### config.mk
export PLATFORM = sky130hd
export DESIGN_NAME = updown_counter_ext
export DESIGN_NICKNAME = d
export VERILOG_FILES = /design/src/rtl/counter_pkg.sv /design/src/rtl/tick_prescaler.sv /design/src/rtl/updown_counter_ext.sv
export SDC_FILE = /design/constraint.sdc
export NUM_CORES = 1
export LEC_CHECK = 0
export BUFFER_PORTS_ARGS = -buffer_cell sky130_fd_sc_hd__buf_2
export CORE_ASPECT_RATIO = 1.4
export CORE_MARGIN = 2
export CORE_UTILIZATION = 54
export DETAILED_ROUTE_END_ITERATION = 8
export GPL_TIMING_DRIVEN = 0
export HOLD_SLACK_MARGIN = 0.08
export PLACE_DENSITY_LB_ADDON = 0.05
export SKIP_LAST_GASP = 1
export SLEW_MARGIN = 10
export SYNTH_ARGS = -nofsm -noshare
export SYNTH_HDL_FRONTEND = slang
export SYNTH_SLANG_ARGS = --single-unit
### constraint.sdc
create_clock -name clk -period 3.53 [get_ports clk]
set_input_delay 0.5295 -clock clk [delete_from_list [all_inputs] [get_ports clk]]
set_output_delay 0.5295 -clock clk [all_outputs]
set_load 0.02 [all_outputs]
### src/rtl/counter_pkg.sv
// counter_pkg: shared encodings for the extended up/down counter
package counter_pkg;
  localparam logic MODE_WRAP = 1'b0;
  localparam logic MODE_SAT = 1'b1;
  localparam logic DIR_UP = 1'b1;
  localparam logic DIR_DOWN = 1'b0;
endpackage

### src/rtl/tick_prescaler.sv
// tick_prescaler: emits a count tick every presc+1 enabled cycles
module tick_prescaler #(
  parameter int PRESC_W = 8
) (
  input  logic               clk,
  input  logic               resetn,
  input  logic               en,
  input  logic               clr,
  input  logic [PRESC_W-1:0] presc,
  output logic               tick
);
  logic [PRESC_W-1:0] cnt;
  // >= so that lowering presc below the running count still fires and restarts
  assign tick = en && cnt >= presc;
  always_ff @(posedge clk or negedge resetn)
    if (!resetn) cnt <= '0;
    else if (clr) cnt <= '0;
    else if (en) cnt <= tick ? '0 : cnt + PRESC_W'(1);
endmodule

### src/rtl/updown_counter_ext.sv
// updown_counter_ext: prescaled up/down counter with limit, wrap/saturate, tc pulse and sticky flags
module updown_counter_ext
  import counter_pkg::*;
#(
  parameter int WIDTH = 8,
  parameter int STEP_W = 4,
  parameter int PRESC_W = 8
) (
  input  logic               clk,
  input  logic               resetn,
  input  logic               en,
  input  logic               dir,
  input  logic               mode,
  input  logic [STEP_W-1:0]  step,
  input  logic [WIDTH-1:0]   lim,
  input  logic [PRESC_W-1:0] presc,
  input  logic               load,
  input  logic [WIDTH-1:0]   load_val,
  input  logic               clr_flags,
  output logic [WIDTH-1:0]   c_out,
  output logic               tc,
  output logic               ovf,
  output logic               unf
);
  localparam int W1 = WIDTH + 1;
  localparam int MW = STEP_W > W1 ? STEP_W : W1;
  logic tick, over, under, above, ev;
  logic [MW-1:0] step_m, lim_m;
  logic [W1-1:0] steff, c_x, lim_x, sum, up_nxt, dn_nxt;
  logic [WIDTH-1:0] c_nxt, ld_val;
  tick_prescaler #(.PRESC_W(PRESC_W)) u_presc (
    .clk(clk), .resetn(resetn), .en(en), .clr(load), .presc(presc), .tick(tick)
  );
  // all arithmetic is one bit wider than the counter so c_out+lim+1 never truncates
  always_comb begin
    step_m = MW'(step);
    lim_m = MW'(lim);
    steff = W1'(step_m > lim_m ? lim_m : step_m);
    c_x = {1'b0, c_out};
    lim_x = {1'b0, lim};
    sum = c_x + steff;
    over = sum > lim_x;
    under = c_x < steff;
    above = c_out > lim;
    up_nxt = over ? (mode == MODE_SAT ? lim_x : sum - lim_x - W1'(1)) : sum;
    dn_nxt = under ? (mode == MODE_SAT ? '0 : c_x + lim_x + W1'(1) - steff) : c_x - steff;
    ev = tick && !above && (dir == DIR_UP ? over : under);
    c_nxt = above ? lim : (dir == DIR_UP ? up_nxt[WIDTH-1:0] : dn_nxt[WIDTH-1:0]);
    ld_val = load_val > lim ? lim : load_val;
  end
  always_ff @(posedge clk or negedge resetn)
    if (!resetn) begin
      c_out <= '0;
      tc <= 1'b0;
      ovf <= 1'b0;
      unf <= 1'b0;
    end else if (load) begin
      c_out <= ld_val;
      tc <= 1'b0;
    end else begin
      tc <= ev;
      if (tick) c_out <= c_nxt;
      if (en) begin
        ovf <= (ovf & ~clr_flags) | (ev & (dir == DIR_UP));
        unf <= (unf & ~clr_flags) | (ev & (dir == DIR_DOWN));
      end
    end
endmodule

==> results of run 1 <==
[metal layers]
metal	vias to the layer above	GRT usage (%)	routed length, um
met1	1756	36.1	4440
met5	-	0	0
met3	40	1.50	389
met2	121	58.3	5860
met4	0	13.2	502
li1	1792	-	-
[synthesized netlist by cell type (9+ instances only)]
master and count:
nand2_1 30, xor2_1 9, a21oi_1 24, inv_1 45
a211oi_1 9, o21ai_0 23, nor2_1 28, clkbuf_1 9
dfrtp_1 19, ha_1 66, nand3_1 12, xnor2_1 17
o21a_1 9
[registers in the layout (all words and copies together) (netlist names)]
register,flops
c_out,8
ovf,1
tc,1
u_presc.cnt,8
unf,1
[how the worst max path moves through the flow]
stage	start	endpoint	slack, ns
after CTS	lim[1]	c_out[3]	-1.05
after global routing	lim[1]	c_out[5]	-1.40
after floorplan	lim[1]	c_out[3]	-1.20
after global placement	lim[1]	c_out[3]	-2.11
final	lim[1]	c_out[5]	-1.18
after detailed placement	lim[1]	c_out[3]	-2.16
[cell families (layout without fill, tap and decap cells)]
group                      after synthesis  in the layout
xor gates and xnor gates                26             26
DFF                                     19             19
AOI/OAI and AO/OA                      132            132
other                                    2              8
muxes                                   11             11
buffers and inverters                   57            131
and+or+nand+nor                        124            124
adders and majority gates               73             73
[worst max-delay path, stage by stage]
cell and delay (ns):
buf_12 0.08, clkinvlp_4 0.10, ha_4 0.25, nor2b_4 0.12, o21a_1 0.17, o21a_1 0.17, o211ai_1 0.15, buf_4 0.19
nand2_2 0.06, o21ai_2 0.07, buf_4 0.14, ha_1 0.16, inv_1 0.06, fa_1 0.40, nor2b_2 0.18, o2111a_2 0.28
o41a_2 0.43, nor2_1 0.29, nor2_1 0.13, a2111oi_0 0.74, o41ai_2 0.15
[cell usage in the layout, fill, tap and decap left out, types with 12 or more instances in the layout]
| master | instances |
|---|---|
| ha_1 | 62 |
| buf_2 | 45 |
| inv_1 | 41 |
| nand2_1 | 28 |
| nor2_1 | 28 |
| buf_4 | 23 |
| a21oi_1 | 21 |
| dfrtp_1 | 19 |
| xnor2_1 | 14 |
| nand3_1 | 12 |
| o21ai_0 | 12 |
[final cells by class]
class | count | share of cell area [%]
buffer | 12 | 1.51
clock buffer | 4 | 1.02
inverter | 45 | 3.93
multi-input combinational | 374 | 70.6
sequential | 19 | 10.8
tap | 74 | 2.11
timing repair buffer | 70 | 10.0
[timing repair]
item / 4_1_cts / 5_1_grt
gates cloned: 1 / 0
setup endpoints to repair: 11 / 11
hold endpoints to repair: 0 / 0
resized for setup: 29 / 18
pin swaps: 22 / 17
buffers inserted: 22 / 3
[power by group]
group          switching [mW]  total (mW)  internal (mW)
logic                    1.38        2.63           1.25
registers              0.0848       0.347          0.262
clock network          0.0748       0.155         0.0804
total                    1.54        3.13           1.59
==> results.yml, run 1 <==
status:
  status: "complete, but fails checks"
  violations: "negative setup slack"
clock_network:
  cts_buffers: 3
  h-tree-depth: 1
  postCtsHoldBufs: 0
  insertion_delay_ns: 0.26
  clk_path_buf_depth: 2
  cts.clk_slew.worst_paths_ns: 0.07
  cts_tree: "built"
  root_buffer: "clkbuf_8"
  cts.sinks: 19
placed_design:
  portBuffers: 44
  hpwlAfterDp_mm: 8.69
  place_area_um2: 3980
  place_ws_ns: -2.16
  globalplace.congestion: 0.940
  placed_cells_incl_taps: 568
setup_path:
  cp_max_fo: 8
  startpoint_type: "input port"
  regToRegSetupSlack_ns: -0.12
  timing.rr.end: "c_out[5]"
  r2r_cells: 15
  worst_setup_path_end_kind: "register"
  r2r-start: "c_out[1]"
  required_ns: 3.64
  critPathKind: "in -> reg"
  arrival_ns: 4.82
sta:
  period_needed_ns: 4.71
  fin_crit_sh_pct: 133
  whs_ns: 0.223
  setup-tns-final_ns: -11.54
  rsz0062_at_grt: "true"
  final-setup-viol-count: 11
  tightest_slew_ns: 0.805
  timing.final.ws_setup_ns: -1.18
  finClkSkew_ns: 0.00449
  relSlewSlack_pct: 45.0
  finalHoldViolations: 0
  final_max_slew_viol_count: 0
  max_freq_mhz: 212
global_routing:
  grt_use_total_pct: 31.2
  grt_max_degree: 20
  grt_pass1_wl_mm: 17.6
  grt_antenna_before_repair: 0
  overflow: 0
  grt_pass1_vias: 3585
synth:
  synthDistinctLibCells: 66
  async_reset_ff_share_pct: 100
  yosys.area_share.adder_pct: 26.9
  synth-simple-area-share_pct: 17.6
  synth_edf_count: 0
  ys_seq_area_share_pct: 13.2
  ys.flop_type: "dfrtp_1"
  synth_compound_area_share_pct: 26.2
  synthTopCellsByArea: "ha_1, dfrtp_1, inv_1"
  yosys.area.top_type: "ha_1"
  syn_inst: 444
  synth.ff_latch_count: 19
  synth_area_per_cell_um2: 8.08
  synth_top_family_by_area: "adder cells"
  synth_xor_area_share_pct: 6.34
  yosys_warnings: 0
  synth.cell_area_um2: 3590
  yosysTopAreaCellShare_pct: 23.0
  synthMuxAreaShare_pct: 3.28
route:
  wirelength_mm: 11.2
  drtAntennaViolNets: 0
  vias: 3709
  viasPerCell: 6.20
  firstDrtPassIters: 7
  drtIter0Drc: 298
  avgRoutedWirePerCell_um: 18.7
  route.detailed.drc: 0
cells_and_area:
  area_growth_pct: 22.4
  nets: 633
  register_area_um2: 475
  nFillCells: 593
  multiInputGateArea_um2: 3100
  final_cells: 598
  post-route-util_pct: 67.4
  final_area_um2: 4400
  antenna_cells: 0
  drive_above_1_share_pct: 25.6
power_and_ir_drop:
  p_per_area_nw_per_um2: 712
  finalPower_mw: 3.13
  ir_drop_uv: 401
  leakagePower_nw: 2.09
floorplan:
  coreArea_um2: 6530
  dieArea_um2: 7320
  io_pins: 46
  die_x_um: 72.9
  die-height_um: 100
  rows: 35
  initial_utilization_pct: 55.0
hold_path:
  hold_class: "in -> async"
flow_run:
  maxCapViolations: 0
Note: power is estimated with default switching activity, not from simulation.
==> run 2: changes to the inputs <==
--- a/config.mk
+++ b/config.mk
@@ -12,7 +12,7 @@
 export DETAILED_ROUTE_END_ITERATION = 8
 export GPL_TIMING_DRIVEN = 0
 export HOLD_SLACK_MARGIN = 0.08
-export PLACE_DENSITY_LB_ADDON = 0.05
+export PLACE_DENSITY = 0.78
 export SKIP_LAST_GASP = 1
 export SLEW_MARGIN = 10
 export SYNTH_ARGS = -nofsm -noshare
==> run 2 against run 1 <==
Net effect: the flow still finishes with violations (negative setup slack); critical path depth is 5 higher; clock-buffer cell count did not move; sequential power increased by 3%; register-to-register slack barely moved; critical endpoint is now c_out[3]; critical path type unchanged; die area did not move; clock power hardly changed; final cell count rose by 0.50%; routed wire length increased by 4.3%; design area grew 2.9%; maximum frequency is 0.98% higher.
==> results.yml, run 2 (same netlist as run 1, synthesis figures left out) <==
status:
  status: "complete, but fails checks"
  violations: "negative setup slack"
placed_design:
  place_ws_ns: -2.26
  hpwlAfterDp_mm: 8.90
  placed_cells_incl_taps: 568
  place_area_um2: 3980
  globalplace.congestion: 1.07
  portBuffers: 44
power_and_ir_drop:
  p_sw_share_pct: 48.8
  combPwrFrac_pct: 83.8
  leakagePower_nw: 2.10
  power_frac_seq_pct: 11.3
  p_sw_mw: 1.54
  finalPower_mw: 3.16
  ir_drop_uv: 398
  p_int_mw: 1.62
  p_per_area_nw_per_um2: 698
  p_clk_share_pct: 4.9
floorplan:
  io_pins: 46
  coreArea_um2: 6530
  initial_utilization_pct: 55.0
  dieArea_um2: 7320
  rows: 35
  die_x_um: 72.9
  die-height_um: 100
sta:
  finClkSkew_ns: 0.00783
  period_needed_ns: 4.66
  tightest_slew_ns: 0.827
  final_max_slew_viol_count: 0
  timing.final.ws_setup_ns: -1.13
  relSlewSlack_pct: 44.5
  fin_crit_sh_pct: 132
  final-setup-viol-count: 11
  whs_ns: 0.214
  finalHoldViolations: 0
  rsz0062_at_grt: "true"
  max_freq_mhz: 214
global_routing:
  grt_pass1_vias: 3778
  grt_pass1_wl_mm: 18.1
  overflow: 0
  grt_use_total_pct: 31.8
  grt_max_degree: 20
  grt_antenna_before_repair: 0
clock_network:
  insertion_delay_ns: 0.26
  cts.clk_slew.worst_paths_ns: 0.07
  h-tree-depth: 1
  cts_buffers: 3
  cts.sinks: 19
  clk_path_buf_depth: 2
  cts_tree: "built"
  postCtsHoldBufs: 0
  root_buffer: "clkbuf_8"
cells_and_area:
  final_common_cell: "ha_1"
  register_area_um2: 475
  top_regs: "c_out: 8 flops, u_presc.cnt: 8 flops"
  layout_common_cells: "ha_1, buf_2, inv_1, nor2_1, buf_4"
  multiInputGateArea_um2: 3190
  final_area_um2: 4520
  final_cells: 601
  drive_above_1_share_pct: 27.7
  antenna_cells: 0
  nets: 636
  nFillCells: 533
  area_growth_pct: 26.0
route:
  avgRoutedWirePerCell_um: 19.4
  route.detailed.drc: 0
  drtIter0Drc: 267
  wirelength_mm: 11.7
  viasPerCell: 6.35
  vias: 3816
  firstDrtPassIters: 7
  drtAntennaViolNets: 0
  met1Wirelength_mm: 4.24
  dr_wl_met3_um: 547
  routed.top_layer: "met4"
  dr_wl_met2_mm: 6.14
setup_path:
  required_ns: 3.68
  critPathKind: "in -> reg"
  worst_setup_path_end_kind: "register"
  arrival_ns: 4.81
  cp_max_fo: 8
  startpoint_type: "input port"
flow_run:
  maxCapViolations: 0
hold_path:
  hold_class: "in -> async"
-- run 2: final timing paths --
kind	startpoint	endpoint	slack, ns	cells after the start
setup reg to reg	c_out[1]	c_out[3]	-0.11	15
hold / removal	resetn	u_presc.cnt[5]	0.21	1
hold reg to reg	unf	unf	0.50	1
max in group asynchronous	resetn	c_out[5]	3.00	1
setup / recovery	lim[1]	c_out[3]	-1.13	26
min in group clk	unf	unf	0.50	1
-- run 2: worst max-delay path, stage by stage --
cell	delay, ns
buf_8	0.08
clkinvlp_4	0.10
ha_4	0.24
nor2b_4	0.12
o21a_1	0.17
o21a_1	0.16
o211ai_1	0.18
buf_4	0.23
nand2_4	0.08
o21ai_4	0.09
ha_4	0.17
inv_2	0.04
fa_2	0.35
nor2b_2	0.13
o31a_1	0.20
o21ai_2	0.09
xnor2_2	0.17
ha_4	0.30
nand4_1	0.17
o22ai_2	0.17
o2bb2ai_2	0.15
nand2_2	0.09
buf_8	0.15
or2_4	0.23
a311oi_4	0.32
o21ai_1	0.09
-- run 2: metrics by stage --
stage	setup TNS [ns]	utilization (%)
after floorplan	-11.31	-
after global placement	-21.11	61.0
final	-11.48	69.3
after detailed placement	-22.16	61.0
after global routing	-14.03	69.3
after CTS	-11.42	66.1
-- run 2: repair_timing --
item | CTS | global route
setup endpoints to repair | 11 | 11
buffers inserted | 19 | 11
resized for setup | 36 | 29
pin swaps | 30 | 31
-- run 2: metal layers --
metal,up-vias,GRT usage [%]
met3,59,2.10
met1,1809,35.2
li1,1790,-
met4,0,17.5
met5,-,0
met2,158,58.8
-- run 2: final cells by class --
cell class,instances,area share [%]
plain buffers,12,1.60
clock buffers,4,0.996
inverters,45,3.96
multi-input cells,374,70.6
flip-flops and latches,19,10.5
well taps,74,2.05
repair buffers,73,10.3
-- run 2: power groups by stage --
stage / Sequential (mW) / Combinational [mW] / Clock (mW)
6_report: 0.356 / 2.65 / 0.155
5_1_grt: 0.361 / 2.84 / 0.168
4_1_cts: 0.350 / 2.35 / 0.156
3_5_place_dp: 0.352 / 2.00 / 0
3_3_place_gp: 0.349 / 1.98 / 0
2_1_floorplan: 0.379 / 1.48 / 0
